$ cat config.mk
export PLATFORM = sky130hd
export DESIGN_NAME = arm_alu
export DESIGN_NICKNAME = d
export VERILOG_FILES = /design/src/rtl/alu_pkg.sv /design/src/rtl/alu_adder.sv /design/src/rtl/arm_alu.sv
export SDC_FILE = /design/constraint.sdc
export NUM_CORES = 1
export LEC_CHECK = 0
export ABC_CLOCK_PERIOD_IN_PS = 2300
export BUFFER_PORTS_ARGS = -buffer_cell sky130_fd_sc_hd__buf_4
export CAP_MARGIN = 20
export CORE_MARGIN = 4
export CORE_UTILIZATION = 55
export DETAILED_ROUTE_END_ITERATION = 6
export GPL_TIMING_DRIVEN = 1
export PLACE_DENSITY = 0.86
export SLEW_MARGIN = 15
export SYNTH_ARGS = -nofsm -noshare
export SYNTH_HDL_FRONTEND = slang
export SYNTH_SLANG_ARGS = --single-unit
$ cat constraint.sdc
create_clock -name clk_i -period 2.3 [get_ports clk_i]
set_clock_uncertainty 0.05 [all_clocks]
set_input_delay 0.345 -clock clk_i [delete_from_list [all_inputs] [get_ports clk_i]]
set_output_delay 0.345 -clock clk_i [all_outputs]
set_load 0.01 [all_outputs]
$ cat src/rtl/alu_pkg.sv
// Shared opcode encoding and NZCV flag bit positions for the ARM ALU.
package alu_pkg;

    typedef enum logic [1:0] {
        ALU_ADD = 2'b00,
        ALU_SUB = 2'b01,
        ALU_AND = 2'b10,
        ALU_ORR = 2'b11
    } alu_op_e;

    localparam int FLAG_N = 3;
    localparam int FLAG_Z = 2;
    localparam int FLAG_C = 1;
    localparam int FLAG_V = 0;

endpackage

$ cat src/rtl/alu_adder.sv
// N-bit ripple-style adder with carry-in and carry-out.
// ADD and SUB share this single adder.
module alu_adder #(
    parameter int N = 32
) (
    input  logic [N-1:0] a_i,
    input  logic [N-1:0] b_i,
    input  logic         cin_i,
    output logic [N-1:0] sum_o,
    output logic         cout_o
);

    logic [N:0] total;

    assign total  = {1'b0, a_i} + {1'b0, b_i} + {{N{1'b0}}, cin_i};
    assign sum_o  = total[N-1:0];
    assign cout_o = total[N];

endmodule

$ cat src/rtl/arm_alu.sv
// Registered N-bit ALU (ADD/SUB/AND/ORR) producing NZCV flags one cycle after capture.
// Optional sticky overflow flag when ALU_STICKY_OVF_EN is defined.
module arm_alu
    import alu_pkg::*;
#(
    parameter int N = 32
) (
    input  logic         clk_i,
    input  logic         rst_ni,
    input  logic         valid_i,
    input  logic [1:0]   opcode_i,
    input  logic [N-1:0] a_i,
    input  logic [N-1:0] b_i,
`ifdef ALU_STICKY_OVF_EN
    input  logic         ovf_clr_i,
    output logic         ovf_sticky_o,
`endif
    output logic [N-1:0] result_o,
    output logic [3:0]   ALUFlags,
    output logic         valid_o
);

    alu_op_e      op;
    logic [N-1:0] b_eff;
    logic         cin;
    logic [N-1:0] sum;
    logic         cout;
    logic [N-1:0] result_d, result_q;
    logic [3:0]   flags_d, flags_q;
    logic         valid_q;
    logic         carry, ovf;

    assign op    = alu_op_e'(opcode_i);
    // SUB is a + ~b + 1 through the same adder
    assign b_eff = (op == ALU_SUB) ? ~b_i : b_i;
    assign cin   = (op == ALU_SUB);

    alu_adder #(.N(N)) u_adder (
        .a_i    (a_i),
        .b_i    (b_eff),
        .cin_i  (cin),
        .sum_o  (sum),
        .cout_o (cout)
    );

    always_comb begin
        result_d = '0;
        carry    = 1'b0;
        ovf      = 1'b0;
        case (op)
            ALU_ADD, ALU_SUB: begin
                result_d = sum;
                carry    = cout;
                ovf      = (a_i[N-1] == b_eff[N-1]) && (sum[N-1] != a_i[N-1]);
            end
            ALU_AND: result_d = a_i & b_i;
            ALU_ORR: result_d = a_i | b_i;
            default: result_d = '0;
        endcase
    end

    always_comb begin
        flags_d         = 4'b0000;
        flags_d[FLAG_N] = result_d[N-1];
        flags_d[FLAG_Z] = (result_d == '0);
        flags_d[FLAG_C] = carry;
        flags_d[FLAG_V] = ovf;
    end

    always_ff @(posedge clk_i or negedge rst_ni) begin
        if (!rst_ni) begin
            result_q <= '0;
            flags_q  <= 4'b0000;
            valid_q  <= 1'b0;
        end else begin
            valid_q <= valid_i;
            if (valid_i) begin
                result_q <= result_d;
                flags_q  <= flags_d;
            end
        end
    end

    assign result_o = result_q;
    assign ALUFlags = flags_q;
    assign valid_o  = valid_q;

`ifdef ALU_STICKY_OVF_EN
    logic sticky_d, sticky_q;

    // a new overflow takes priority over a simultaneous clear
    always_comb begin
        sticky_d = sticky_q;
        if (ovf_clr_i)
            sticky_d = 1'b0;
        if (valid_i && ovf)
            sticky_d = 1'b1;
    end

    always_ff @(posedge clk_i or negedge rst_ni) begin
        if (!rst_ni)
            sticky_q <= 1'b0;
        else
            sticky_q <= sticky_d;
    end

    assign ovf_sticky_o = sticky_q;
`endif

endmodule

==> run metrics, run 1 <==
worst slack, placed -1.53 ns; PortBufs 105; Post-synth top cells a21oi_1, nor2_1, nand2_1; Post-synth EDFFs 0; count leader, synth a21oi_1; area leader, netlist dfrtp_1; last worst endpoint in the global-route repair_timing ALUFlags[2]$_DFFE_PN0P_/D; Syn Area/Cell 7.98 µm²; clk sinks 36; Stopped at global routing; Die Wd 97.4 µm; initial core utilization 56.6%; Synth top area share 20.5%; Error Message [ERROR DPL-0038] Utilization greater than 100%, impossible to legalize; Net Count, Synth 656; Ys Warns 0; pin type at the end of the worst path register data pin; largest net degree at the start of global routing between 60 and 70; root buf cell clkbuf_8; Netlist cell types 72; post-synthesis sequential area ratio 20.5%; # rows 32; status stopped before the end; Die Ht ~97 µm; CTS Buf Count 5; mapped cell area between 4000 and 5000 µm²; IO Count 106; Cells after Synth 551; Clock Tree Buf Depth 2; HPWL Detailed 12800 µm; gpl congestion 0.913; Synth area leaders dfrtp_1, ha_1, a21oi_1; Synth Register Bits 36; H-tree levels 2; dominant synthesized flop cell dfrtp_1; ys async rst share 100%
[cell families after synthesis]
group	Yosys count	share of synthesized area, %
flip-flops	36	20.5
XOR/XNOR	50	10.1
buffers and inverters	54	5.18
adder cells (fa/ha/maj)	56	15.0
AND/OR/NAND/NOR	154	17.5
AO/OA/AOI/OAI	189	28.8
multiplexers	12	2.99
[timing repair]
item                                    4_1_cts
endpoints found under the setup margin       29
setup buffers                                25
gates cloned                                  1
gates resized for setup                     110
endpoints found under the hold margin        36
pin swaps                                    38
hold buffers                                  1
[metrics by stage]
stage	utilization (%)	instances	area (µm²)
floorplan	-	551	4610
detailed placement	81.8	865	6350
global placement	81.8	865	6350
CTS	93.3	900	7250
==> run 2, diff against run 1 <==
--- a/config.mk
+++ b/config.mk
@@ -9,10 +9,10 @@
 export BUFFER_PORTS_ARGS = -buffer_cell sky130_fd_sc_hd__buf_4
 export CAP_MARGIN = 20
 export CORE_MARGIN = 4
-export CORE_UTILIZATION = 55
+export CORE_UTILIZATION = 40
 export DETAILED_ROUTE_END_ITERATION = 6
 export GPL_TIMING_DRIVEN = 1
-export PLACE_DENSITY = 0.86
+export PLACE_DENSITY_LB_ADDON = 0.15
 export SLEW_MARGIN = 15
 export SYNTH_ARGS = -nofsm -noshare
 export SYNTH_HDL_FRONTEND = slang
==> run 2 against run 1 <==
Compared with the run above: the flow now finishes, with violations (negative setup slack); area after synthesis is the same; synthesized cell count unchanged.
==> run metrics, run 2 <==
Final Power 4.27 mW; failing checks negative setup slack; Antenna Violating Nets Remaining 0; Syn Area/Cell 7.98 µm² (unchanged); type of the worst setup path input pin to flop; Cells after Synth 551 (unchanged); Fillers 736; Final Cycle Share 148%; gpl congestion 0.937 (+2.7%); Post-synth EDFFs 0 (unchanged); core region area 10800 µm²; most frequent cells in the layout buf_4, nor2_1, a21oi_1, dfrtp_1, nand2_1; Synth top area share 20.5% (unchanged); pwr dens 536 nW/µm²; Vias per Instance 5.62; routed len/inst 18.6 µm; Synth Register Bits 36 (unchanged); total wire length 17900 µm; CP max stage delay about 0.46 ns; status complete, but fails checks; TritonCTS clock tree yes; critical-path cell list buf_8 > inv_8 > nand2_8 > buf_12 > buf_16 > buf_6 > xnor2_2 > ha_1 > nand4_1 > or2_4 > o41ai_4 > a21oi_2 > o41a_4 > xnor2_2 > a21oi_2 > nand4_1 > o32ai_2; first-pass GRT wire length roughly 26000 µm; CP Data Arrival Time around 3.6 ns; Clock Tree Buf Depth 2 (unchanged); PortBufs 105 (unchanged); ys async rst share 100% (unchanged); Worst setup EP type flop; CTS Buf Count 5 (unchanged); Post-Layout Cell Count 965; # rows 38 (+19%); Net Count, Synth 656 (unchanged); largest net degree at the start of global routing 63; initial drt markers 331; P_leak around 3.5 nW; count leader, synth a21oi_1; setup violators final 29; area grow syn2layout 81.5%; FF-to-FF path depth 1; Setup crit start kind input pin; Die Ht 113 µm (+16%); worst path required time approximately 2.5 ns; Post-synth top cells a21oi_1, nor2_1, nand2_1; initial antenna violation count 0; via count 5419; Die Wd 113 µm (+16%); clk slew on worst S/H paths 0.08 ns; post-synthesis sequential area ratio 20.5% (unchanged); root buf cell clkbuf_8; clk_lat worst skew just under 0.3 ns; worst hold-check path type input pin to flop; pins over their slew limit 0; Max Clk Rate a little under 300 MHz; HPWL Detailed 12200 µm (-4.8%); Synth area leaders dfrtp_1, ha_1, a21oi_1; dominant synthesized flop cell dfrtp_1; setup ws final -1.11 ns; vias in the first global route 5397; die area ~13000 µm²; most common cell after layout, fill and taps aside buf_4; RSZ-0062 raised after global routing yes; IO Count 106 (unchanged); H-tree levels 2 (unchanged); fraction of layout cells with a size suffix above 1 55.0%; mapped cell area 4400 µm² (unchanged); max_cap viols 0; grt total ovfl 0; slew margin rel. 62.5%; slew of the pin with the lowest slew margin 0.563 ns; area leader, netlist dfrtp_1; DRT Pass-1 Iters 4; Ant. Diodes 0; CP max stage cell o41ai_4; DRC 0; initial core utilization 40.7% (-16 points); CP Max Fanout 8; dpl cells 905 (+4.6%); max reg flops 32; Ys Warns 0 (unchanged); Tmin final about 3.4 ns; Netlist cell types 72 (unchanged); clk sinks 36 (unchanged); Total GRT Usage about a quarter; Max VDD drop 0.284 mV; Final Hold Fails 0; fin nets around 930; hold path cells 4
## run 2: cell counts after synthesis
No cell type changed its count.
## run 2: logic make-up (layout without fill, tap and decap cells)
logic type / Yosys count / after routing / share of synthesized area [%]
AOI/OAI and AO/OA: 189 / 189 / 28.8
and+or+nand+nor: 154 / 154 / 17.5
adders and majority gates: 56 / 56 / 15.0
buffers and inverters: 54 / 328 / 5.18
xor gates and xnor gates: 50 / 50 / 10.1
DFF: 36 / 36 / 20.5
muxes: 12 / 12 / 2.99
## run 2: stage by stage
stage,worst slack [ns],instance area (µm²),setup TNS [ns],hold slack [ns],util [%]
3_5_place_dp,-1.61,6410,-26.50,0.285,59.4
3_3_place_gp,-1.56,6410,-25.01,0.275,59.4
2_1_floorplan,-1.40,4610,-25.52,-0.000591,-
4_1_cts,-1.03,7320,-15.08,0.415,67.8
5_1_grt,-1.27,7980,-19.16,0.418,73.9
6_report,-1.11,7980,-16.58,0.415,73.9
## run 2: per-layer routing
metal / global-route usage (%) / vias up / wire length [µm]
met2: 45.3 / 183 / 9360
met1: 31.0 / 2634 / 7130
met4: 9.29 / 0 / 562
met5: 0 / - / 0
met3: 4.12 / 42 / 860
li1: - / 2560 / -
## run 2: critical path: cells and delay by family
| family | cells | cell delay [ns] |
|---|---|---|
| compound gates | 5 | 1.36 |
| xor+xnor | 2 | 0.26 |
| fa+ha+maj | 1 | 0.34 |
| buf+inv | 5 | 0.62 |
| simple gates | 4 | 0.63 |
## run 2: area by class of cell
cell class,instances,area (µm²),area share (%)
multi-input cells,461,4310,54.0
repair buffers,299,2410,30.2
flip-flops and latches,36,901,11.3
well taps,140,175,2.20
inverters,21,86.3,1.08
clock buffers,6,82.6,1.03
clock inverters,2,10.0,0.125
## run 2: what timing repair did
item                       in CTS  in global routing
hold buffers                    1                  0
buffers inserted               29                 25
gates resized for setup       118                 86
setup endpoints to repair      30                 30
hold endpoints to repair       36                  0
pin swaps                      44                 59
## run 2: final timing paths
check	from	slack, ns	to
worst max-delay path	opcode_i[1]	-1.11	ALUFlags[2]
worst min-delay path	valid_i	0.42	result_o[0]
worst max register to register	result_o[14]	1.44	result_o[14]
worst min register to register	ALUFlags[1]	0.45	ALUFlags[1]
max in group asynchronous	rst_ni	1.37	valid_o
min in group asynchronous	rst_ni	0.50	ALUFlags[2]
## run 2: report_power, final
| group | total (mW) | internal, mW | leakage [nW] | switching, mW |
|---|---|---|---|---|
| Combinational | 2.98 | 1.57 | 3.08 | 1.41 |
| Sequential | 0.822 | 0.744 | 0.419 | 0.0780 |
| Clock | 0.470 | 0.239 | 0.0510 | 0.231 |
Note: power is estimated with default switching activity, not from simulation.
